==> src/rtl/mips_mem_pkg.sv <==
// Shared types and constants for the MIPS word-to-byte memory controller.
package mips_mem_pkg;

    // Number of byte beats needed to move one 32-bit word.
    localparam int unsigned BEATS_PER_WORD = 4;

    // Controller state.
    typedef enum logic [1:0] {
        IDLE = 2'd0,
        XFER = 2'd1,
        DONE = 2'd2
    } state_e;

    // Beat index within a word (0 = most significant byte).
    typedef logic [1:0] beat_t;

    localparam beat_t LAST_BEAT = beat_t'(BEATS_PER_WORD - 1);

    // Big-endian lane extract: beat 0 is bits [31:24], beat 3 is bits [7:0].
    function automatic logic [7:0] get_lane(input logic [31:0] word, input beat_t beat);
        logic [7:0] lane;
        case (beat)
            2'd0:    lane = word[31:24];
            2'd1:    lane = word[23:16];
            2'd2:    lane = word[15:8];
            default: lane = word[7:0];
        endcase
        return lane;
    endfunction

    // Big-endian lane insert: returns word with the lane for beat replaced by data.
    function automatic logic [31:0] put_lane(input logic [31:0] word, input beat_t beat,
                                             input logic [7:0] data);
        logic [31:0] result;
        result = word;
        case (beat)
            2'd0:    result[31:24] = data;
            2'd1:    result[23:16] = data;
            2'd2:    result[15:8]  = data;
            default: result[7:0]   = data;
        endcase
        return result;
    endfunction

endpackage

==> src/rtl/mem_wait_timer.sv <==
// Per-beat wait counter: counts cycles without an acknowledge and flags the
// cycle whose count reaches WAIT_LIMIT.
module mem_wait_timer #(
    parameter int unsigned WAIT_LIMIT = 255
) (
    input  logic clk,
    input  logic reset,
    input  logic clear,
    input  logic enable,
    output logic expired
);

    localparam int unsigned CW = $clog2(WAIT_LIMIT + 1);
    localparam logic [CW-1:0] LIMIT_C = CW'(WAIT_LIMIT);
    localparam logic [CW-1:0] LAST_C  = CW'(WAIT_LIMIT - 1);

    logic [CW-1:0] count_q;
    logic [CW-1:0] count_d;

    // Next count: clear wins, otherwise count enabled wait cycles, saturating at the limit.
    always_comb begin
        // NOTE: every signal assigned in a combinational block gets a default first so no path infers a latch.
        count_d = count_q;
        if (clear) begin
            count_d = '0;
        end else if (enable && (count_q != LIMIT_C)) begin
            count_d = count_q + 1'b1;
        end
    end

    // Count register.
    always_ff @(posedge clk or negedge reset) begin
        // NOTE: clocked blocks use non-blocking assignments so every flop samples pre-edge values.
        if (!reset) begin
            count_q <= '0;
        end else begin
            count_q <= count_d;
        end
    end

    // The wait cycle in progress is the one that brings the count up to WAIT_LIMIT.
    assign expired = enable && !clear && (count_q == LAST_C);

endmodule

==> src/rtl/mips_mem_ctrl.sv <==
// Bridges single-word processor reads/writes onto a byte-wide acknowledged
// external bus, four big-endian beats per word, with a per-beat timeout.
module mips_mem_ctrl
    import mips_mem_pkg::*;
#(
    parameter int unsigned WAIT_LIMIT = 255
) (
    input  logic        clk,
    input  logic        reset,
    input  logic        memread,
    input  logic        memwrite,
    input  logic [31:0] addr,
    input  logic [31:0] writedata,
    output logic [31:0] memdata,
    output logic        busy,
    output logic        done,
    output logic        err,
    output logic [31:0] ext_addr,
    output logic        ext_re,
    output logic        ext_we,
    output logic [7:0]  ext_wdata,
    input  logic [7:0]  ext_rdata,
    input  logic        ext_ack
);

    state_e      state_q,     state_d;
    logic [29:0] word_addr_q, word_addr_d;
    logic [31:0] wdata_q,     wdata_d;
    logic        is_write_q,  is_write_d;
    beat_t       beat_q,      beat_d;
    logic [31:0] rdata_q,     rdata_d;
    logic [31:0] memdata_q,   memdata_d;
    logic        err_q,       err_d;

    logic req_any;
    logic req_bad;
    logic last_beat;
    logic timer_clear;
    logic timer_en;
    logic timer_expired;

    assign req_any   = memread || memwrite;
    assign req_bad   = (memread && memwrite) || (addr[1:0] != 2'b00);
    assign last_beat = (beat_q == LAST_BEAT);

    // The wait count runs only while a beat is outstanding and restarts on every acknowledge.
    assign timer_en    = (state_q == XFER) && !ext_ack;
    assign timer_clear = (state_q != XFER) || ext_ack;

    mem_wait_timer #(
        .WAIT_LIMIT (WAIT_LIMIT)
    ) u_wait_timer (
        .clk     (clk),
        .reset   (reset),
        .clear   (timer_clear),
        .enable  (timer_en),
        .expired (timer_expired)
    );

    // State register.
    always_ff @(posedge clk or negedge reset) begin
        if (!reset) begin
            state_q <= IDLE;
        end else begin
            state_q <= state_d;
        end
    end

    // Next-state logic: bad requests skip straight to DONE, timeouts abort to DONE.
    always_comb begin
        state_d = state_q;
        case (state_q)
            IDLE: begin
                if (req_any) begin
                    state_d = req_bad ? DONE : XFER;
                end
            end
            XFER: begin
                if (ext_ack) begin
                    if (last_beat) begin
                        state_d = DONE;
                    end
                end else if (timer_expired) begin
                    state_d = DONE;
                end
            end
            DONE:    state_d = IDLE;
            default: state_d = IDLE;
        endcase
    end

    // Datapath next values: latch the request in IDLE, then walk the beats in XFER.
    always_comb begin
        word_addr_d = word_addr_q;
        wdata_d     = wdata_q;
        is_write_d  = is_write_q;
        beat_d      = beat_q;
        rdata_d     = rdata_q;
        memdata_d   = memdata_q;
        err_d       = err_q;

        if ((state_q == IDLE) && req_any) begin
            err_d = req_bad;
            if (!req_bad) begin
                word_addr_d = addr[31:2];
                wdata_d     = writedata;
                is_write_d  = memwrite;
                beat_d      = '0;
                rdata_d     = '0;
            end
        end

        if (state_q == XFER) begin
            if (ext_ack) begin
                beat_d = beat_q + 2'd1;
                if (!is_write_q) begin
                    rdata_d = put_lane(rdata_q, beat_q, ext_rdata);
                    // The assembled word reaches memdata on the same edge that enters DONE.
                    if (last_beat) begin
                        memdata_d = rdata_d;
                    end
                end
            end else if (timer_expired) begin
                err_d = 1'b1;
            end
        end
    end

    // Datapath registers; a reset also discards any partially assembled read word.
    always_ff @(posedge clk or negedge reset) begin
        if (!reset) begin
            word_addr_q <= '0;
            wdata_q     <= '0;
            is_write_q  <= 1'b0;
            beat_q      <= '0;
            rdata_q     <= '0;
            memdata_q   <= '0;
            err_q       <= 1'b0;
        end else begin
            word_addr_q <= word_addr_d;
            wdata_q     <= wdata_d;
            is_write_q  <= is_write_d;
            beat_q      <= beat_d;
            rdata_q     <= rdata_d;
            memdata_q   <= memdata_d;
            err_q       <= err_d;
        end
    end

    // Outputs decoded from the registered state, so they fall with reset immediately.
    always_comb begin
        busy      = 1'b0;
        done      = 1'b0;
        err       = 1'b0;
        ext_re    = 1'b0;
        ext_we    = 1'b0;
        ext_addr  = '0;
        ext_wdata = '0;
        case (state_q)
            XFER: begin
                busy      = 1'b1;
                ext_re    = !is_write_q;
                ext_we    = is_write_q;
                ext_addr  = {word_addr_q, beat_q};
                ext_wdata = get_lane(wdata_q, beat_q);
            end
            DONE: begin
                busy = 1'b1;
                done = 1'b1;
                err  = err_q;
            end
            default: ;
        endcase
    end

    assign memdata = memdata_q;

endmodule

==> config.mk <==
export PLATFORM = sky130hd
export DESIGN_NAME = mips_mem_ctrl
export DESIGN_NICKNAME = d
export VERILOG_FILES = /design/src/rtl/mips_mem_pkg.sv /design/src/rtl/mem_wait_timer.sv /design/src/rtl/mips_mem_ctrl.sv
export SDC_FILE = /design/constraint.sdc
export NUM_CORES = 1
export LEC_CHECK = 0
export BUFFER_PORTS_ARGS = -buffer_cell sky130_fd_sc_hd__buf_2
export CAP_MARGIN = 20
export CORE_ASPECT_RATIO = 0.5
export CORE_MARGIN = 4
export CORE_UTILIZATION = 49
export CTS_CLUSTER_DIAMETER = 200
export DETAILED_ROUTE_END_ITERATION = 12
export PLACE_DENSITY = 0.77
export SETUP_SLACK_MARGIN = 0.1
export SLEW_MARGIN = 20
export SYNTH_ARGS = -nofsm -noshare
export SYNTH_HDL_FRONTEND = slang
export SYNTH_SLANG_ARGS = --single-unit
==> constraint.sdc <==
create_clock -name clk -period 1.8 [get_ports clk]
set_input_delay 0.18 -clock clk [delete_from_list [all_inputs] [get_ports clk]]
set_output_delay 0.18 -clock clk [all_outputs]
set_load 0.05 [all_outputs]
# Word-level counts from Yosys, hierarchy flattened
# Index checks and enable logic that the tools add are counted.
[classes]
addsub = 2
n_eq_ne = 11
muxes = 33
bitwise_logic = 2
n_reduce_logical = 21
[op_table]
columns = ["operator", "count"]
rows = [
  ["2-to-1 mux 32 bit", 6],
  ["2-to-1 mux 8 bit", 7],
  ["case mux 8 bit (3 select lines)", 1],
  ["2-to-1 mux 2 bit", 9],
  ["2-to-1 mux 1 bit", 9],
  ["adder 8 x 1 -> 8 bit (second input constant)", 1],
  ["equality test 8 bit (second input constant)", 1],
  ["!= test 8 bit (second input constant)", 1],
  ["equality test 2 bit (second input constant)", 3],
  ["logical AND 1 bit", 6],
  ["!= test 3 bit (second input constant)", 2],
  ["equality test 2 x 1 -> 1 bit (second input constant)", 2],
  ["logical NOT 2 bit", 2],
  ["case mux 2 bit (2 select lines)", 1],
  ["AND reduction 4 bit", 1],
  ["nonzero test 2 bit", 2],
  ["logical NOT 1 bit", 3],
  ["logical OR 1 bit", 3],
  ["AND reduction 3 bit", 1],
  ["OR reduction 3 bit", 1],
  ["adder 2 x 1 -> 2 bit (second input constant)", 1],
  ["!= test 2 x 1 -> 1 bit (second input constant)", 1],
  ["!= test 2 bit (second input constant)", 1],
  ["inverter 1 bit", 2],
  ["other kinds (2)", 2],
]
[totals]
reg_bits = 140
input_bits = 77
output_inout_bits = 77

# Logic depth before layout (Yosys ltp)
[depth]
depth_word = 8
ltp_mapped = 8

# Hierarchy
# From an unflattened synthesis, not the netlist that was laid out.
[hier_totals]
hier_cells = 660
area_unflattened_um2 = 6969.2
[modules_own_cells]
columns = ["module", "instances", "cells_each", "area_per_inst_um2"]
rows = [
  ["mips_mem_ctrl", 1, 607, 6478.7],
  ["mem_wait_timer", 1, 53, 490.5],
]

# Worst setup path before layout
# No wires, ideal clock.
[synth_timing]
kind = "reg2out"
from = "reg beat_q[0]"
to = "out ext_wdata[5]"
t_arrival_ns = 1.743
path_slack_ns = -0.123
stages_incl_launch_ff = 8
n_path_buf = 2
path_cell_list = "dfrtp_1 -> inv_1 -> ha_1 -> clkbuf_1 -> buf_2 -> a222oi_1 -> o21ai_0 -> and2_1"
[synth_via]
elab_chain_len = 3
elab_cells_between_ends = 5
[synth_rtl]
columns = ["item", "line", "source"]
rows = [
  ["start: declaration", "mips_mem_ctrl.sv:30", "beat_t beat_q, beat_d;"],
  ["start signal: assignment", "mips_mem_ctrl.sv:143", "beat_q <= beat_d;"],
  ["equality test 2 bit, or another cell as far along", "mips_mem_pkg.sv:22", "case (beat)"],
  ["case mux 8 bit (3 select lines) (*)", "mips_mem_pkg.sv:22", ""],
  ["2-to-1 mux 8 bit (*)", "mips_mem_ctrl.sv:159", "case (state_q)"],
  ["end: declaration", "mips_mem_ctrl.sv:21", "output logic [7:0] ext_wdata,"],
]
# Every way passes the cells marked *; elsewhere a longest branch is shown, timed or not.

# Worst setup path after layout
[layout_timing]
from = "reg beat_q[1]"
to = "out ext_wdata[0]"
# The elaborated chain is that of the path after synthesis.

==> results.txt <==
- In the final routed layout, each cell accounts on average for 23.39 um.
- Seq cells post-synth: 140
* Layout Skew: 0.009662 ns
* Unique cell type count in the Yosys netlist: 39
* Sum of met2 wire segment lengths after detailed routing: 11400 um
- Origin of the critical flop-to-flop path: state_q[1]
- Global-route congestion overflow total: 0
- Hold is met by 0.008078 ns.
- The run finished, with violations left.
- In this run the most critical hold path is launched from writedata[1].
* Overall die width: 171.2 um
- Final hold vios: 0
- Summed over all failing endpoints, the final setup total negative slack is -6.972 ns.
- Clock-pin slew was measured on the worst setup and hold paths at 0.07 ns.
- The first detailed-routing pass took 7 iterations.
* Layout Cell Area excl Fill: 10160 um2
- In the synthesized netlist the async set-or-reset flop fraction comes to 100.0%.
- Most common library cell in the layout ignoring fill and taps: sky130_fd_sc_hd__dfrtp_1
- The number of pins with negative max-slew slack in the final report is 0.
- Slew margin rel.: 67.80%
- After floorplanning, the core was sized to cover 12840 um2.
* Clock buffers created by TritonCTS: 17
- The Yosys step of the flow raised 0 warnings.
- The worst hold path passes through 2 cells.
- The path class of the tightest hold or removal check is primary input to flip-flop.
- Of the available clock period, the critical path in the final layout requires 121.8%.
- TritonCTS clock tree: yes
- In this run the mean area of a mapped cell was 12.42 um2.
- Number of enable flip-flop cells after synthesis: 0
* Placed instance count: 822
- For this configuration, the core starts out at a cell density of 50.78%.
- Setup WS post-layout: -0.3916 ns
- In the final layout, the share of cells above drive strength 1 is 53.81%.
* Data arrival time of the critical path: 2.01 ns
- The top cell type by area accounts for 53.71% of the synthesized area.
- Post-synthesis to final-layout area growth: 55.76%
- The tree is rooted in a sky130_fd_sc_hd__clkbuf_16.
- Initial detailed-routing violation count: 494
* Maximum capacitance violations: 0
- Worst R2R Setup Slack: -0.11 ns
- The longest clock path from root to sink contains 2 buffers.
* Syn_nets: 612
- CTS built an H-tree with a depth of 4.
- At the worst endpoint, the required time is 1.62 ns.
- Number of clock sinks seen by CTS: 140
* Clock share of power: 27.7%
- Routed met3 length: 1342 um
- The initialized floorplan defines 29 standard-cell rows.
- The net count of the finished layout is 849.
- Derived from the worst setup path, the maximum achievable clock frequency is 0.4563 GHz.
- Vias: 5542
* Count of final setup violators: 96
* Unrepaired setup endpoints after global routing: true
- Entering global routing, the biggest net connects 65 pins.
- IO Count: 154
- Logic pwr share: 37.2%
* Detail-routed via count per cell: 5.852
- LEAKAGE: 4.792 nW
- Once placement finished, the instance area stood at 7521 um2.
* Sw Pwr: 4.466 mW
- Count of port buffers added during placement: 153
- Cell internal power was estimated by the tool at 8.444 mW.
- The HPWL after detailed placement is 10450 um.
- Worst setup EP type: output port
- Cell count of the worst reg-to-reg path: 8
* Wire length of the first global-routing pass: 28950 um
- In this run switching power makes up 34.59% of total power.
* Placer's final routability congestion estimate: 0.7897
* Synthesized area: 6523 um2
* RR Endpoint: rdata_q[1]
- Clk Latency, worst-skew pair: 0.42 ns
- Global routing consumed, over all layers together, 24.55% of the routing resources.
- Synthesis produced a netlist whose cell count is 525.
- Number of global-route vias before repair: 5358
* Most used flip-flop cell after synthesis: sky130_fd_sc_hd__dfrtp_1
* Layout Utilization: 79.10%
* Critical path fanouts, max: 9
- # DRC: 0
- The final reports fail on negative setup slack.
- Power Density: 1271 nW/um2
- Length of routed wiring on met1: 8813 um
* Power share of the sequential group: 35.1%
- The worst setup path is launched from a flip-flop.
- Measured along the y axis, the die boundary spans 89.58 um.
- Total Wirelength: 22150 um
- Topmost layer with routed signal wires: met4
- Cell taking the most area after synthesis: sky130_fd_sc_hd__dfrtp_1
* Maximum vdd ir drop: 0.0008811 V
- The die covers 15330 um2.
- Endpoint with the worst hold slack: wdata_q[1]
- Subtracting the final worst setup slack from the clock period gives 2.192 ns.
* Fraction of the yosys area taken by sequential cells: 53.71%
- Leaving out fill and tap cells, the most frequent cells in the layout are 139 x sky130_fd_sc_hd__dfrtp_1, 108 x sky130_fd_sc_hd__buf_2, 57 x sky130_fd_sc_hd__dlygate4sd3_1.
- Fillers: 656
* Post-route antenna net violation count: 0
- Initial antenna violation count: 0
- Top post-synthesis cells by area: sky130_fd_sc_hd__dfrtp_1 54%, sky130_fd_sc_hd__mux2_4 12%, sky130_fd_sc_hd__a32o_1 4.9%
- Slew at the pin with the worst max-slew slack: 0.4813 ns
- The setup path with the least slack is of type flip-flop to output port.
* Count of non-filler cells in the finished layout: 947
==> flip-flops by register name, summed over array words and instances (netlist names) <==
signal and count:
is_write_q 1, state_q 2, memdata 32, wdata_q 32
u_wait_timer.count_q 8, word_addr_q 30, err_q 1, rdata_q 32
beat_q 2
==> worst max-delay path, stage by stage (launching register included) <==
cell and delay (ns):
sky130_fd_sc_hd__dfrtp_2 0.47, sky130_fd_sc_hd__inv_2 0.10, sky130_fd_sc_hd__ha_4 0.21, sky130_fd_sc_hd__a222oi_1 0.33
sky130_fd_sc_hd__o21ai_1 0.12, sky130_fd_sc_hd__and2_2 0.21, sky130_fd_sc_hd__buf_6 0.15
==> cell usage after synthesis (3+ instances only) <==
cell type / number
sky130_fd_sc_hd__clkbuf_1: 23
sky130_fd_sc_hd__buf_6: 6
sky130_fd_sc_hd__dfrtp_1: 140
sky130_fd_sc_hd__a32o_1: 32
sky130_fd_sc_hd__nor2_1: 11
sky130_fd_sc_hd__buf_1: 9
sky130_fd_sc_hd__and2_1: 42
sky130_fd_sc_hd__o21ai_0: 44
sky130_fd_sc_hd__mux2_2: 5
sky130_fd_sc_hd__a222oi_1: 8
sky130_fd_sc_hd__ha_1: 10
sky130_fd_sc_hd__buf_2: 7
sky130_fd_sc_hd__a211oi_1: 3
sky130_fd_sc_hd__a31oi_1: 4
sky130_fd_sc_hd__a21oi_1: 3
sky130_fd_sc_hd__mux2_4: 50
sky130_fd_sc_hd__nand4_1: 3
sky130_fd_sc_hd__mux2i_1: 32
sky130_fd_sc_hd__nand2_1: 47
sky130_fd_sc_hd__xnor2_1: 3
sky130_fd_sc_hd__nand3_1: 5
sky130_fd_sc_hd__mux2_1: 8
sky130_fd_sc_hd__inv_1: 7
sky130_fd_sc_hd__o21ai_2: 4
==> cells by family (layout without fill, tap and decap cells) <==
logic type	Yosys count	in the layout	share of synthesized area, %
AOI/OAI and AO/OA	106	106	11.99
xor gates and xnor gates	4	4	0.6524
adders and majority gates	10	10	1.918
buffers and inverters	52	302	3.817
DFF	140	140	53.71
muxes	95	95	18.66
other	0	2	0
and+or+nand+nor	118	118	9.246
==> timing repair <==
| action | CTS | global route |
|---|---|---|
| setup endpoints to repair | 145 | 114 |
| gates cloned | 4 | 8 |
| pin swaps | 33 | 45 |
| hold buffers | 56 | 1 |
| hold endpoints to repair | 97 | 1 |
| setup buffers | 13 | 13 |
| gates resized for setup | 184 | 148 |
==> metal layers <==
metal  vias up  global-route usage (%)
met3        53                   4.285
met2       276                   41.99
met1      2844                   31.31
met5         -                       0
li1       2369                       -
met4         0                   11.36
==> worst max path at each step <==
stage / from / end / slack, ns / depth (start not counted)
6_report: beat_q[1] / ext_wdata[0] / -0.39 / 6
2_1_floorplan: beat_q[0] / ext_wdata[0] / 0.06 / 6
4_1_cts: beat_q[0] / ext_wdata[6] / -0.30 / 6
5_1_grt: beat_q[0] / ext_wdata[0] / -0.45 / 6
3_3_place_gp: beat_q[1] / ext_wdata[1] / 0.004 / 6
3_5_place_dp: beat_q[1] / ext_wdata[6] / -0.08 / 6
==> final cells by class <==
| type | count | area [um2] | share of cell area (%) |
|---|---|---|---|
| sequential | 140 | 3505 | 34.50 |
| multi-input combinational | 333 | 3337 | 32.84 |
| timing repair buffer | 263 | 2482 | 24.43 |
| clock buffer | 18 | 439.2 | 4.323 |
| tap | 170 | 212.7 | 2.094 |
| clock inverter | 14 | 152.6 | 1.502 |
| inverter | 7 | 26.28 | 0.2586 |
| antenna | 2 | 5.005 | 0.04926 |
==> power groups by stage <==
stage	Clock (mW)	Sequential [mW]	Combinational [mW]
CTS	3.55	4.43	4.30
floorplan	0	4.28	2.83
detailed placement	0	4.44	3.47
global route	3.75	4.58	5.03
global placement	0	4.40	3.40
finish	3.57	4.54	4.80
==> stage by stage <==
step / setup slack (ns) / power (mW)
global route: -0.4499 / 13.35
floorplan: 0.06295 / 7.104
CTS: -0.2981 / 12.28
finish: -0.3916 / 12.91
global placement: 0.003599 / 7.805
detailed placement: -0.07714 / 7.911
(Power assumes the default switching activity.)
